<file path="src/rtl/conv_out_writer.sv">
// conv_out_writer: requantizes NUM_PE conv results per beat and writes one packed word per beat to the output BRAM.
module conv_out_writer #(
  parameter int DW = 32,
  parameter int NUM_PE = 4,
  parameter int OUT_W = 16,
  parameter int FRAC_SHIFT = 8,
  parameter int RES_PER_MAP = 196,
  parameter int NUM_GROUPS = 2,
  parameter int ADDR_W = 10,
  localparam int GW = NUM_GROUPS > 1 ? $clog2(NUM_GROUPS) : 1
) (
  input  logic                    i_clk,
  input  logic                    i_rst,
  input  logic                    i_start,
  input  logic [GW-1:0]           i_group,
  input  logic                    i_en,
  input  logic [DW*NUM_PE-1:0]    i_data,
  output logic                    o_we,
  output logic [ADDR_W-1:0]       o_addr,
  output logic [OUT_W*NUM_PE-1:0] o_wdata,
  output logic                    o_busy,
  output logic                    o_done,
  output logic                    o_sat,
  output logic                    o_err
);
  localparam logic signed [DW-1:0] MAX_V = DW'((1 << (OUT_W - 1)) - 1);
  localparam logic signed [DW-1:0] MIN_V = ~MAX_V;
  localparam logic [GW:0] NG = (GW + 1)'(NUM_GROUPS);
  localparam logic [ADDR_W-1:0] LAST = ADDR_W'(RES_PER_MAP - 1);
  typedef enum logic [1:0] {IDLE, RUN, FLUSH, DONE} state_t;
  state_t state;
  logic [ADDR_W-1:0] base, cnt, addr1;
  logic flush_cnt, v1, clamp, acc, start_ok, err;
  logic signed [DW-1:0] s1 [NUM_PE];
  logic [OUT_W*NUM_PE-1:0] wd;
  function automatic logic signed [DW-1:0] requant(input logic signed [DW-1:0] x);
    logic signed [DW:0] e;
    e = {x[DW-1], x};
`ifdef OUT_ROUND_EN
    e = e + (DW + 1)'(1 << (FRAC_SHIFT - 1));
`endif
    e = e >>> FRAC_SHIFT;
    return e[DW-1:0];
  endfunction
  assign acc = state == RUN && i_en;
  assign start_ok = state == IDLE && i_start && {1'b0, i_group} < NG;
  assign err = (i_en && state != RUN) || (i_start && (state != IDLE || {1'b0, i_group} >= NG));
  always_comb begin
    clamp = 1'b0;
    wd = '0;
    for (int i = 0; i < NUM_PE; i++) begin
      wd[i*OUT_W +: OUT_W] = (s1[i] > MAX_V) ? MAX_V[OUT_W-1:0] :
                             (s1[i] < MIN_V) ? MIN_V[OUT_W-1:0] : s1[i][OUT_W-1:0];
      clamp = clamp | (s1[i] > MAX_V) | (s1[i] < MIN_V);
    end
  end
  always_ff @(posedge i_clk) begin
    if (i_rst) begin
      v1 <= 1'b0;
      addr1 <= '0;
      o_we <= 1'b0;
      o_addr <= '0;
      o_wdata <= '0;
      for (int i = 0; i < NUM_PE; i++) s1[i] <= '0;
    end else begin
      v1 <= acc;
      o_we <= v1;
      if (acc) begin
        addr1 <= base + cnt;
        for (int i = 0; i < NUM_PE; i++) s1[i] <= requant(i_data[i*DW +: DW]);
      end
      if (v1) begin
        o_addr <= addr1;
        o_wdata <= wd;
      end
    end
  end
  always_ff @(posedge i_clk) begin
    if (i_rst) begin
      state <= IDLE;
      base <= '0;
      cnt <= '0;
      flush_cnt <= 1'b0;
      o_busy <= 1'b0;
      o_done <= 1'b0;
      o_sat <= 1'b0;
      o_err <= 1'b0;
    end else begin
      o_err <= start_ok ? i_en : (o_err | err);
      o_sat <= start_ok ? 1'b0 : (o_sat | (v1 & clamp));
      o_done <= 1'b0;
      case (state)
        IDLE: if (start_ok) begin
          state <= RUN;
          base <= ADDR_W'(i_group * RES_PER_MAP);
          cnt <= '0;
          o_busy <= 1'b1;
        end
        RUN: if (i_en) begin
          cnt <= cnt + 1'b1;
          if (cnt == LAST) begin
            state <= FLUSH;
            flush_cnt <= 1'b0;
          end
        end
        FLUSH: begin
          flush_cnt <= 1'b1;
          if (flush_cnt) begin
            state <= DONE;
            o_busy <= 1'b0;
            o_done <= 1'b1;
          end
        end
        DONE: state <= IDLE;
      endcase
    end
  end
endmodule

</file>
<file path="config.mk">
export PLATFORM = sky130hd
export DESIGN_NAME = conv_out_writer
export DESIGN_NICKNAME = d
export VERILOG_FILES = /design/src/rtl/conv_out_writer.sv
export SDC_FILE = /design/constraint.sdc
export NUM_CORES = 1
export LEC_CHECK = 0
export ABC_AREA = 1
export CORE_ASPECT_RATIO = 1.75
export CORE_UTILIZATION = 30
export DETAILED_ROUTE_END_ITERATION = 10
export PLACE_DENSITY = 0.65
export REMOVE_ABC_BUFFERS = 1
export SETUP_SLACK_MARGIN = 0.1
export SKIP_CTS_REPAIR_TIMING = 1
export SLEW_MARGIN = 20
export SYNTH_ARGS = -nofsm -noshare
export SYNTH_HDL_FRONTEND = slang
export SYNTH_SLANG_ARGS = --single-unit
</file>
<file path="constraint.sdc">
create_clock -name i_clk -period 3.65 [get_ports i_clk]
set_clock_uncertainty 0.15 [all_clocks]
set_input_delay 0.5475 -clock i_clk [delete_from_list [all_inputs] [get_ports i_clk]]
set_output_delay 0.5475 -clock i_clk [all_outputs]
set_load 0.005 [all_outputs]
</file>
==> results of run 1 <==
## cells in the mapped netlist
library cell	instances	area (sq um)
sky130_fd_sc_hd__nand2_1	210	788.3
sky130_fd_sc_hd__inv_1	169	634.4
sky130_fd_sc_hd__nor2_1	154	578.1
sky130_fd_sc_hd__dfxtp_1	104	2082
sky130_fd_sc_hd__a21oi_1	98	490.5
sky130_fd_sc_hd__edfxtp_1	96	2883
sky130_fd_sc_hd__o21ai_0	43	215.2
sky130_fd_sc_hd__buf_2	21	105.1
sky130_fd_sc_hd__clkbuf_1	16	60.06
sky130_fd_sc_hd__ha_1	8	100.1
sky130_fd_sc_hd__a21oi_2	5	43.79
sky130_fd_sc_hd__nand3_1	4	20.02
sky130_fd_sc_hd__nand4_1	4	25.02
sky130_fd_sc_hd__buf_1	3	11.26
sky130_fd_sc_hd__nand2_4	3	33.78
sky130_fd_sc_hd__xor2_1	3	26.28
sky130_fd_sc_hd__a211oi_1	2	15.01
sky130_fd_sc_hd__a22o_1	2	17.52
sky130_fd_sc_hd__inv_2	2	7.510
sky130_fd_sc_hd__nor2_2	2	12.51
sky130_fd_sc_hd__nor3_1	2	10.01
sky130_fd_sc_hd__o21ai_1	2	10.01
sky130_fd_sc_hd__o21bai_1	2	15.01
sky130_fd_sc_hd__a32o_1	1	10.01
sky130_fd_sc_hd__and3_1	1	6.260
sky130_fd_sc_hd__nand2_2	1	6.260
sky130_fd_sc_hd__nand3_2	1	10.01
sky130_fd_sc_hd__nor2_4	1	11.26
sky130_fd_sc_hd__nor2_8	1	20.02
sky130_fd_sc_hd__o21ai_2	1	8.760
sky130_fd_sc_hd__o31ai_1	1	7.510
sky130_fd_sc_hd__or2_1	1	6.260
sky130_fd_sc_hd__xnor2_1	1	8.760
## final cells by class
cell class              instances  area share [%]
flip-flops and latches        200           44.90
multi-input cells             554           22.58
repair buffers                190           17.13
inverters                     171           5.839
clock buffers                  20           4.425
well taps                     369           4.176
clock inverters                12          0.8826
diodes                          3         0.06790
## through the flow
| stage | std cells | util, % | hold slack (ps) |
|---|---|---|---|
| CTS | 1516 | 40.58 | 239.3 |
| finish | 1519 | 40.61 | 256.8 |
| floorplan | 925 | - | 269.8 |
| detailed placement | 1484 | 38.43 | 286.1 |
| global route | 1519 | 40.61 | 245.5 |
| global placement | 1484 | 38.43 | 284.8 |
## worst max-delay path by stage
| stage | cells after the start | end | slack [ps] | startpoint |
|---|---|---|---|---|
| floorplan | 6 | s1[0][0]$_SDFFCE_PN0P_ | 230 | state[1]$_SDFFE_PP0P_ |
| global placement | 6 | s1[3][17]$_SDFFCE_PN0P_ | 910 | i_en |
| detailed placement | 6 | s1[2][12]$_SDFFCE_PN0P_ | 880 | i_en |
| CTS | 7 | s1[2][12]$_SDFFCE_PN0P_ | 1200 | state[1]$_SDFFE_PP0P_ |
| global route | 7 | s1[2][30]$_SDFFCE_PN0P_ | 990 | state[1]$_SDFFE_PP0P_ |
| finish | 7 | s1[3][17]$_SDFFCE_PN0P_ | 1260 | state[1]$_SDFFE_PP0P_ |
## power by group through the flow
stage	registers (mW)	logic (mW)	clock network, mW
after floorplan	2.85	0.579	0
after global placement	2.86	1.08	0
after detailed placement	2.87	1.10	0
after CTS	2.82	1.10	1.94
after global routing	2.85	1.23	2.02
final	2.82	1.08	1.89
## worst max-delay path, delay by kind of cell (launching register included)
family | cells | cell delay (ps)
and+or+nand+nor | 3 | 420
buffers and inverters | 3 | 950
DFF | 1 | 320
adders and majority gates | 1 | 350
## state kept, by name, indices dropped and copies added, names as in the netlist
signal,count
addr1,10
base,1
cnt,10
flush_cnt,1
o_addr,10
o_busy,1
o_done,1
o_err,1
o_sat,1
o_wdata,64
o_we,1
s1,96
state,2
v1,1
## cells in the final DEF, fill, tap and decap left out, types with 3 or more instances in the layout
cell and n:
sky130_fd_sc_hd__a21oi_1 98, sky130_fd_sc_hd__a21oi_2 5, sky130_fd_sc_hd__buf_4 9, sky130_fd_sc_hd__clkbuf_16 19, sky130_fd_sc_hd__clkdlybuf4s50_1 178, sky130_fd_sc_hd__dfxtp_1 104
sky130_fd_sc_hd__diode_2 3, sky130_fd_sc_hd__edfxtp_1 96, sky130_fd_sc_hd__ha_1 8, sky130_fd_sc_hd__inv_1 167, sky130_fd_sc_hd__inv_6 8, sky130_fd_sc_hd__nand2_1 210
sky130_fd_sc_hd__nand2_4 3, sky130_fd_sc_hd__nand3_1 4, sky130_fd_sc_hd__nand4_1 4, sky130_fd_sc_hd__nor2_1 154, sky130_fd_sc_hd__o21ai_0 43, sky130_fd_sc_hd__xor2_1 3
## cells by family after synthesis
logic type	share of synthesized area, %
xor+xnor	0.4232
compound gates	10.06
flops	59.97
simple gates	18.45
buf+inv	9.884
fa+ha+maj	1.209
## layer usage
layer	vias up	global-route usage, %	share of wire, %	wire length (um)
met5	-	0	0	0
met4	0	7.324	2.9	591
met3	29	4.006	4.6	937
met2	156	27.94	55	11150
met1	3061	15.57	37	7594
li1	3340	-	-	-
==> flow_results.org, run 1 <==
** Floorplanning
- Horiz. Die Dim :: ~130 um
- Die boundary height :: ~220 um
- Initial Utilization :: just over 30%
- Total die area :: between 20000 and 30000 sq um
- During I/O placement, the number of pins put on the boundary was roughly 210.
- The initialized floorplan defines 80 standard-cell rows.
- Standard cell core area :: 27230 sq um

** Worst hold path
- The startpoint identified for the worst hold timing path is i_rst.
- The worst hold path terminates at v1$_SDFF_PP0_.
- The worst hold path was traced through 2 stages.
- Hold crit path type :: primary input to flop

** Global route
- Global routing used between 15 and 20% of the available tracks.
- Entering global routing, the biggest net connects a little under 100 pins.
- Number of antenna violations at the first check in global routing :: 3
- Number of global-route vias before repair :: ~6400
- The first global-routing pass estimated between 30000 and 40000 um of wire.
- Aggregate global routing overflow :: 0

** Critical path
- The largest single stage delay on the critical path is between 400 and 500 ps.
- Crit Path Category :: flop to flop
- Startpoint Class :: flop
- Peak fanout along the critical path :: 68
- The worst register-to-register path has a depth of 7.
- The largest individual stage delay along the critical path comes from the cell sky130_fd_sc_hd__clkinv_2.
- STA puts the critical path data arrival time at about 2500 ps.
- Walking the worst path, the cells encountered are inv_1, ha_1, nand2_4, nor2_2, clkinv_2, buf_12, nor2_1.
- The worst setup path is captured at a flop.
- Worst setup slack for register-to-register paths :: 1260 ps
- At the worst endpoint, the required time is ~3800 ps.
- The worst register-to-register path begins at state[1]$_SDFFE_PP0P_.
- The endpoint identified for the worst register-to-register timing path is s1[3][17]$_SDFFCE_PN0P_.

** Pwr
- Share of total power consumed by net switching :: around 29%
- Cell area power density :: 523.4 nW/um^2
- The internal portion of the total power is between 4 and 5 mW.
- Sequential share of power :: approximately half
- Clock power share :: roughly 33%
- For this design the static power due to leakage is around 4.6 nW.
- IR analysis of the VDD net gives a maximum drop of ~0.00032 V.
- The share of total power dissipated in combinational logic is between 10% and 20%.
- Summing internal, switching and leakage power gives slightly below 6 mW.
- For this design the total switching power over the nets is ~1.7 mW.

** Final layout
- The filler cells instantiated in the layout total around 2700.
- Area occupied by multi-input gates :: 2496 sq um
- Fraction of final layout cells with drive strength greater than 1 :: ~5.5%
- In the final design database the tool counted between 1000 and 1500 nets.
- The sequential cells in the finished layout cover a total of 4965 sq um.
- Signed area change from the synthesized netlist to the final layout :: 33.55%
- Once layout is done, the placed cells without fillers occupy 11060 sq um.

** Clock network
- Max Buffers Root-to-Sink :: 2
- Root cell of the clock tree :: sky130_fd_sc_hd__clkbuf_16
- Number of buffers added by the clock tree synthesis step :: 17
- Clock-pin slew was measured on the worst setup and hold paths at 80 ps.
- Clk_lat worst skew :: between 400 and 500 ps
- Clock tree synthesis found a total of 200 sinks.
- TritonCTS built the clock tree.
- Total number of H-tree levels :: 4

** Timing
- For the pin with the worst max-slew slack, the measured transition is around 800 ps.
- Number of slew-limit violations in the final report :: 0
- Final worst path period need :: 2389 ps
- For the final routed database, the setup TNS stands at 0 ps.
- Worst slew margin :: between 40% and 50%
- Setup violations remaining at the end of the flow were counted as 0.
- Unrepaired setup endpoints after global routing :: no
- Setup slack closes at between 1000 and 1500 ps.
- Final Cycle Share :: approximately two thirds
- Static timing analysis puts the maximum clock frequency at roughly 420 MHz.
- The final-report hold violation count was 0.

** Route
- Total wire length :: roughly 20000 um
- In the routed design, unresolved DRC markers number 0.
- Summing over every cut layer, the via total after detailed routing is approximately 6600.
- Avg WL per Cell :: about 13 um
- The first routing iteration left about 350 violations.
- Antenna violation net count after detailed routing :: 0
- Before antenna repair, the detailed router went through 5 iterations.
- Via-per-instance ratio :: 4.336

** Place
- HPWL after DPL :: ~14000 um
- Input and output buffers added on the ports amount to about 180.
- At the placement stage, the worst setup path has a slack of around 880 ps.
- DP Area :: between 10000 and 15000 sq um
- GP Congestion :: 0.8619

** Logic synthesis
- Syn. warnings :: 0
- Counting flops and latches in the post-synthesis netlist gives 200.
- Combined area of all synthesized cells :: 8279 sq um
- In this run the mean area of a mapped cell was 8.579 sq um.
- Post-Syn Instances :: between 900 and 1000
- Unique masters post-synth :: 33
- Sequential-to-total area share from yosys stat :: approximately three fifths

** Outcome
- The flow ran to the end, and the final reports show no timing, DRC or antenna violations.

** Run
- Number of max-cap violations :: 0
Note: power is estimated with default switching activity, not from simulation.
==> inputs of run 2 (changes only) <==
--- a/config.mk
+++ b/config.mk
@@ -9,7 +9,7 @@
 export CORE_ASPECT_RATIO = 1.75
 export CORE_UTILIZATION = 30
 export DETAILED_ROUTE_END_ITERATION = 10
-export PLACE_DENSITY = 0.65
+export PLACE_DENSITY = 0.63
 export REMOVE_ABC_BUFFERS = 1
 export SETUP_SLACK_MARGIN = 0.1
 export SKIP_CTS_REPAIR_TIMING = 1
==> constraint.sdc (replaced) <==
create_clock -name i_clk -period 2.35 [get_ports i_clk]
set_clock_uncertainty 0.15 [all_clocks]
set_input_delay 0.3525 -clock i_clk [delete_from_list [all_inputs] [get_ports i_clk]]
set_output_delay 0.3525 -clock i_clk [all_outputs]
set_load 0.005 [all_outputs]
==> flow_results.org, run 2 (synthesis gave the netlist of run 1 again) <==
** Place
- The detailed placement HPWL is 14820 um (was 14300 um).
- # placed instances :: 1494 (was 1484)
- GP Congestion :: 0.8037 (was 0.8619)
- The number of buffers added on ports was 179 (unchanged).

** Floorplanning
- The starting density of the core is 30.41% (unchanged).
- The die footprint is 28290 sq um (unchanged).
- Standard cell core area :: 27230 sq um (unchanged)
- I/O pin count :: 212 (unchanged)
- Die boundary height :: 221.8 um (unchanged)
- The width of the chip was 127.6 um (unchanged).
- Cell Rows :: 80 (unchanged)

** Clock network
- The number of clock buffers inserted by TritonCTS is 17 (unchanged).
- Clk_lat worst skew :: 450 ps (about the same)
- Total number of H-tree levels :: 4 (unchanged)
- The clock-pin slew on the worst setup and hold paths came to 70 ps (was 80 ps).
- Max Buffers Root-to-Sink :: 2 (unchanged)
- The TritonCTS clock tree is yes (unchanged).
- Clock tree sinks :: 200 (unchanged)
- Root cell of the clock tree :: sky130_fd_sc_hd__clkbuf_16 (unchanged)

** Final layout
- Most common cell after layout, fill and taps aside :: sky130_fd_sc_hd__nand2_1 (unchanged)
- The growth of design area from synthesis to finish was 34.59% (was 33.55%).
- Largest registers :: s1: 96 flops, o_wdata: 64 flops (unchanged)
- Area occupied by multi-input gates :: 2496 sq um (unchanged)
- Top library cells by usage in the layout, fill and taps aside :: 210 x sky130_fd_sc_hd__nand2_1, 178 x sky130_fd_sc_hd__clkdlybuf4s50_1, 167 x sky130_fd_sc_hd__inv_1, 154 x sky130_fd_sc_hd__nor2_1, 104 x sky130_fd_sc_hd__dfxtp_1 (unchanged)
- The register containing the most flip-flops in the final layout was s1 (unchanged).
- The count of non-filler cells in the finished layout came to 1530 (was 1519).
- The register area is 4965 sq um (unchanged).
- The filler cell count in the final layout was 2778 (was 2744).
- Max reg flops :: 96 (unchanged)
- Fraction of final layout cells with drive strength greater than 1 :: 5.704% (was 5.493%)
- Final-stage net count :: 1285 (was 1275)

** Critical path
- Number of cells traversed by the worst register-to-register path :: 8 (was 7)
- The peak fanout along the critical path came to 7 (was 68).
- The critical path class is flop to flop (unchanged).
- WP data arrival :: 2180 ps (was 2540 ps)
- The kind of start point of the critical path is a flop (unchanged).
- Required time at the worst-slack endpoint :: 2590 ps (was 3810 ps)
- Sort of element at the end of the critical path :: flop (unchanged)

** Global route
- The global-route met2 utilization was 27.52% (was 27.94%).
- Wire length of the first global-routing pass :: 32710 um (was 32540 um)
- The met3 demand-to-capacity share in global routing is 3.403% (was 4.006%).
- Number of antenna violations at the first check in global routing :: 4 (was 3)
- The via count of the first global-routing pass came to 6404 (was 6397).
- GRT met1 Usage :: 15.73% (was 15.57%)
- The leftover overflow at the end of global routing was 0 (unchanged).
- The most congested layer reported by global routing is met2 (unchanged).
- The aggregate global-route resource usage was 15.41% (was 15.15%).
- The maximum number of pins on one net before global-route repair is 61 (was 97).

** Timing
- The remaining max-slew budget at the tightest pin was 38.76% (was 46.66%).
- Final worst path period need :: 1940 ps (was 2389 ps)
- The slew at the pin with the worst max-slew slack was 917.6 ps (was 799.2 ps).
- The count of final max-slew check failures is 0 (unchanged).
- The fmax is 515.4 MHz (was 418.6 MHz).
- Final Hold Viols :: 0 (unchanged)
- Setup-violating endpoint count in the final report :: 0 (unchanged)
- Final Cycle Share :: 82.57% (was 65.45%)
- Unrepaired setup endpoints after global routing :: no (unchanged)

** Pwr
- Overall power consumption :: 8.959 mW (was 5.787 mW)
- IR Drop Worst-Case VDD :: 0.0005147 V (was 0.0003231 V)
- The leakage power total was 4.678 nW (was 4.641 nW).
- The portion of total power attributed to combinational logic was 19.6% (was 18.7%).
- The ratio of total power to cell area is 804.0 nW/um^2 (was 523.4 nW/um^2).
- Switching power of the nets :: 2.452 mW (was 1.655 mW)
- The relative contribution of the clock network to total power was 31.6% (was 32.6%).
- Internal power component :: 6.508 mW (was 4.132 mW)
- Share of total power consumed by net switching :: 27.36% (was 28.60%)
- Sequential share of power :: 48.7% (about the same)

** Run
- Number of max-cap violations :: 0 (unchanged)

** Route
- Number of DRC markers after the initial detailed-route iteration :: 232 (was 351)
- Remaining DRCs :: 0 (unchanged)
- Via count :: 6544 (was 6586)
- Total iterations of the first detailed-routing run :: 5 (unchanged)
- Antenna violation net count after detailed routing :: 0 (unchanged)
- Via-per-instance ratio :: 4.277 (was 4.336)
- Total wire length :: 21000 um (was 20280 um)
- Avg WL per Cell :: 13.72 um (was 13.35 um)

** Worst hold path
- Number of cells traversed by the worst hold path :: 4 (was 2)
- The class of the tightest hold or removal check is primary input to flop (unchanged).

** Outcome
- Result of the run: complete, no violations (unchanged).
## run 2: stage by stage
| stage | area, sq um | setup TNS (ps) | utilization, % | setup slack (ps) | hold WS [ps] |
|---|---|---|---|---|---|
| after floorplan | 8103 | -112240 | - | -1068 | 269.8 |
| after global placement | 10580 | 0 | 38.84 | 311.7 | 288.0 |
| after detailed placement | 10580 | 0 | 38.84 | 293.6 | 293.8 |
| after CTS | 11130 | 0 | 40.89 | 399.7 | 216.9 |
| after global routing | 11140 | 0 | 40.93 | 208.1 | 259.3 |
| final | 11140 | 0 | 40.93 | 409.7 | 216.3 |
## run 2: power groups by stage
stage | combinational (mW) | clock (mW) | sequential, mW
after floorplan | 0.899 | 0 | 4.43
after global placement | 1.76 | 0 | 4.43
after detailed placement | 1.79 | 0 | 4.44
after CTS | 1.80 | 2.92 | 4.37
after global routing | 1.98 | 3.04 | 4.42
final | 1.76 | 2.83 | 4.37
## run 2: layer usage
| layer | share of wire [%] | wire length, um |
|---|---|---|
| met5 | 0 | 0 |
| met4 | 4.7 | 989 |
| met3 | 3.5 | 738 |
| met2 | 54 | 11250 |
| met1 | 38 | 8015 |
## run 2: path summary, 6_finish.rpt
| path | start | to | slack [ps] |
|---|---|---|---|
| setup / recovery | state[1]$_SDFFE_PP0P_ | cnt[4]$_SDFFE_PP0P_ | 410 |
| hold / removal | i_rst | addr1[5]$_SDFFE_PP0P_ | 220 |
| setup reg to reg | state[1]$_SDFFE_PP0P_ | cnt[4]$_SDFFE_PP0P_ | 410 |
| hold reg to reg | o_sat$_SDFF_PP0_ | o_sat$_SDFF_PP0_ | 300 |
## run 2: cell type report
type                    instances  share of cell area [%]
flip-flops and latches        200                   44.55
well taps                     369                   4.143
multi-input cells             554                   22.40
inverters                     171                   5.794
clock inverters                10                  0.9320
repair buffers                200                   18.01
clock buffers                  22                   4.076
diodes                          4                 0.08983
## run 2: worst max-delay path: stages, from the launching register on
cell	delay, ps
sky130_fd_sc_hd__dfxtp_1	310
sky130_fd_sc_hd__inv_1	90
sky130_fd_sc_hd__ha_1	360
sky130_fd_sc_hd__inv_1	140
sky130_fd_sc_hd__a21oi_1	310
sky130_fd_sc_hd__inv_1	170
sky130_fd_sc_hd__o21ai_0	180
sky130_fd_sc_hd__o21ai_0	120
sky130_fd_sc_hd__inv_1	60
==> inputs of run 3 (changes only) <==
--- a/config.mk
+++ b/config.mk
@@ -9,7 +9,7 @@
 export CORE_ASPECT_RATIO = 1.75
 export CORE_UTILIZATION = 30
 export DETAILED_ROUTE_END_ITERATION = 10
-export PLACE_DENSITY = 0.63
+export PLACE_DENSITY = 0.65
 export REMOVE_ABC_BUFFERS = 1
 export SETUP_SLACK_MARGIN = 0.1
 export SKIP_CTS_REPAIR_TIMING = 1
==> constraint.sdc (replaced) <==
create_clock -name i_clk -period 1.7 [get_ports i_clk]
set_clock_uncertainty 0.15 [all_clocks]
set_input_delay 0.255 -clock i_clk [delete_from_list [all_inputs] [get_ports i_clk]]
set_output_delay 0.255 -clock i_clk [all_outputs]
set_load 0.005 [all_outputs]
==> flow_results.org, run 3 (synthesis gave the netlist of run 1 again) <==
** Pwr
- Switching power of the nets :: 3.823 mW (was 2.452 mW)
- The portion of total power attributed to combinational logic is 24.7% (was 19.6%).
- The relative contribution of the clock network to total power is 29.1% (was 31.6%).
- Leakage Power :: 6.555 nW (was 4.678 nW)
- Sequential share of power :: 46.3% (was 48.7%)
- The internal power summed over all cells is 9.376 mW (was 6.508 mW).
- Share of total power consumed by net switching :: 28.96% (was 27.36%)
- Cell area power density :: 1063 nW/um^2 (was 804.0 nW/um^2)
- The highest ir drop seen on vdd came to 0.0007327 V (was 0.0005147 V).

** Floorplanning
- The row count came to 80 (unchanged).
- The width of the chip is 127.6 um (unchanged).
- The die footprint is 28290 sq um (unchanged).
- The y dimension of the die is 221.8 um (unchanged).
- Initial Utilization :: 30.41% (unchanged)
- Standard cell core area :: 27230 sq um (unchanged)
- I/O pin count :: 212 (unchanged)

** Final layout
- Largest registers: s1: 96 flops, o_wdata: 64 flops (unchanged).
- The share of layout cells above drive strength 1 was 17.71% (was 5.704%).
- Max reg flops :: 96 (unchanged)
- Final-stage net count :: 1342 (was 1285)
- The post-layout utilization of the core is 45.63% (was 40.93%).
- Top library cells by usage in the layout, fill and taps aside :: 207 x sky130_fd_sc_hd__nand2_1, 161 x sky130_fd_sc_hd__inv_1, 137 x sky130_fd_sc_hd__nor2_1, 99 x sky130_fd_sc_hd__clkdlybuf4s50_1, 96 x sky130_fd_sc_hd__edfxtp_1 (was 210 x sky130_fd_sc_hd__nand2_1, 178 x sky130_fd_sc_hd__clkdlybuf4s50_1, 167 x sky130_fd_sc_hd__inv_1, 154 x sky130_fd_sc_hd__nor2_1, 104 x sky130_fd_sc_hd__dfxtp_1)
- The register containing the most flip-flops in the final layout is s1 (unchanged).
- The most common library cell in the layout ignoring fill and taps is sky130_fd_sc_hd__nand2_1 (unchanged).
- The filler cell count in the final layout was 2623 (was 2778).
- The growth of design area from synthesis to finish was 50.04% (was 34.59%).

** Critical path
- The category of cells accounting for the largest share of critical-path delay is simple AND/OR/NAND/NOR gates (was compound AO/OA/AOI/OAI gates).
- Startpoint Class :: flop (unchanged)
- Peak fanout along the critical path :: 5 (was 7)
- Standard cell with the maximum stage delay on the critical path :: sky130_fd_sc_hd__dfxtp_2 (was sky130_fd_sc_hd__ha_1)
- The arrival time of the worst setup path came to 1890 ps (was 2180 ps).
- Worst setup slack for register-to-register paths :: -10 ps (was 410 ps)
- Number of buffer and inverter instances along the worst setup path :: 2 (was 4)
- The kind of end point of the critical path is a flop (unchanged).
- Cell Chain, Critical Path :: inv_4, ha_4, buf_6, o21ai_4, nand2_4, nor2_4, nand2_4, nor2_8, nand2_1, nand2_1, a21oi_2 (was inv_1, ha_1, inv_1, a21oi_1, inv_1, o21ai_0, o21ai_0, inv_1)
- Required time at the worst-slack endpoint :: 1880 ps (was 2590 ps)
- Stage delay of the slowest cell on the critical path :: 360 ps (about the same)
- The critical path class was flop to flop (unchanged).

** Clock network
- Max Buffers Root-to-Sink :: 2 (unchanged)
- Clock transition time at the flip-flop clock pins of the worst setup and hold paths :: 70 ps (about the same)
- CTS tree :: yes (unchanged)
- The depth of the CTS H-tree came to 4 (unchanged).
- The clock sink count is 200 (unchanged).
- Number of buffers added by the clock tree synthesis step :: 17 (unchanged)
- Root cell of the clock tree :: sky130_fd_sc_hd__clkbuf_16 (unchanged)
- The clock latency at the later pin of the worst-skew pair came to 440 ps (was 450 ps).

** Global route
- The maximum number of pins on one net before global-route repair is 55 (was 61).
- The via count of the first global-routing pass came to 6868 (was 6404).
- Wire length of the first global-routing pass :: 33900 um (was 32710 um)
- The aggregate global-route resource usage is 15.83% (was 15.41%).
- Number of antenna violations at the first check in global routing :: 2 (was 4)
- Aggregate global routing overflow :: 0 (unchanged)

** Timing
- The slew at the pin with the worst max-slew slack was 447.7 ps (was 917.6 ps).
- Hold Worst Slack :: 149.2 ps (was 216.3 ps)
- Setup-violating endpoint count in the final report :: 14 (was 0)
- Final Hold Viols :: 0 (unchanged)
- Maximum clock rate :: 584.7 MHz (was 515.4 MHz)
- Number of slew-limit violations in the final report :: 0 (unchanged)
- Final worst path period need :: 1710 ps (was 1940 ps)
- The final clock period utilization by the worst path was 100.6% (was 82.57%).
- Final worst-path setup slack :: -10.38 ps (was 409.7 ps)
- Unrepaired setup endpoints after global routing: yes (was no).
- The remaining max-slew budget at the tightest pin came to 70.15% (was 38.76%).

** Route
- Antenna violation net count after detailed routing :: 0 (unchanged)
- Via count :: 6923 (was 6544)
- Total iterations of the first detailed-routing run :: 4 (was 5)
- The routed via count divided by cell count was 4.368 (was 4.277).
- Avg WL per Cell :: 14.99 um (was 13.72 um)
- Remaining DRCs :: 0 (unchanged)
- Number of DRC markers after the initial detailed-route iteration :: 282 (was 232)
- Total wire length :: 23770 um (was 21000 um)

** Place
- HPWL after DPL :: 15990 um (was 14820 um)
- Input/output buffers :: 179 (unchanged)
- GP Congestion :: 0.7973 (was 0.8037)

** Outcome
- Result of the run :: finished with violations (was complete, no violations)
- Failing checks :: setup timing

** Run
- Number of max-cap violations :: 0 (unchanged)

** Worst hold path
- Hold crit path type :: primary input to flop (unchanged)
[run 3: final timing paths]
path                          from                   to  cells after the start
max          state[1]$_SDFFE_PP0P_  cnt[9]$_SDFFE_PP0P_                     11
min                          i_rst  cnt[3]$_SDFFE_PP0P_                      4
max reg2reg  state[1]$_SDFFE_PP0P_  cnt[9]$_SDFFE_PP0P_                     11
min reg2reg       o_sat$_SDFF_PP0_     o_sat$_SDFF_PP0_                      2
[run 3: layout make-up]
| class | count | area, sq um | share of cell area (%) |
|---|---|---|---|
| Sequential cell | 200 | 5019 | 40.40 |
| Timing Repair Buffer | 256 | 2930 | 23.59 |
| Multi-Input combinational cell | 554 | 2779 | 22.37 |
| Inverter | 171 | 661.9 | 5.328 |
| Tap cell | 369 | 461.7 | 3.717 |
| Clock buffer | 18 | 429.2 | 3.455 |
| Clock inverter | 14 | 125.1 | 1.007 |
| Timing Repair inverter | 1 | 11.26 | 0.09065 |
| Antenna cell | 2 | 5.005 | 0.04029 |
[run 3: per-stage QoR]
| stage | std cells | setup TNS (ps) | total power [mW] | area [sq um] | setup WS, ps |
|---|---|---|---|---|---|
| floorplan | 925 | -258390 | 7.370 | 8103 | -1718 |
| global placement | 1522 | -33620 | 8.711 | 10790 | -257.1 |
| detailed placement | 1522 | -35420 | 8.782 | 10790 | -303.3 |
| CTS | 1554 | -6421 | 12.63 | 11340 | -169.9 |
| global route | 1585 | -2904 | 13.88 | 12420 | -75.95 |
| finish | 1585 | -55.84 | 13.20 | 12420 | -10.38 |
[run 3: power groups by stage]
stage / clock network [mW] / registers, mW / logic [mW]
6_report: 3.84 / 6.11 / 3.26
4_1_cts: 3.94 / 6.06 / 2.63
5_1_grt: 4.11 / 6.18 / 3.59
2_1_floorplan: 0 / 6.13 / 1.24
3_5_place_dp: 0 / 6.16 / 2.62
3_3_place_gp: 0 / 6.15 / 2.57
[run 3: routing by layer]
layer / share of wire (%) / up-vias / track usage (%)
li1: - / 3486 / -
met1: 37 / 3233 / 16.06
met2: 55 / 152 / 29.51
met3: 3.2 / 52 / 2.920
met4: 5.0 / 0 / 9.450
met5: 0 / - / 0
[run 3: worst register-to-register path, stage by stage, from the launching register on]
cell and delay [ps]:
sky130_fd_sc_hd__dfxtp_2 360, sky130_fd_sc_hd__inv_4 50, sky130_fd_sc_hd__ha_4 170, sky130_fd_sc_hd__buf_6 120
sky130_fd_sc_hd__o21ai_4 140, sky130_fd_sc_hd__nand2_4 90, sky130_fd_sc_hd__nor2_4 130, sky130_fd_sc_hd__nand2_4 80
sky130_fd_sc_hd__nor2_8 120, sky130_fd_sc_hd__nand2_1 70, sky130_fd_sc_hd__nand2_1 70, sky130_fd_sc_hd__a21oi_2 50
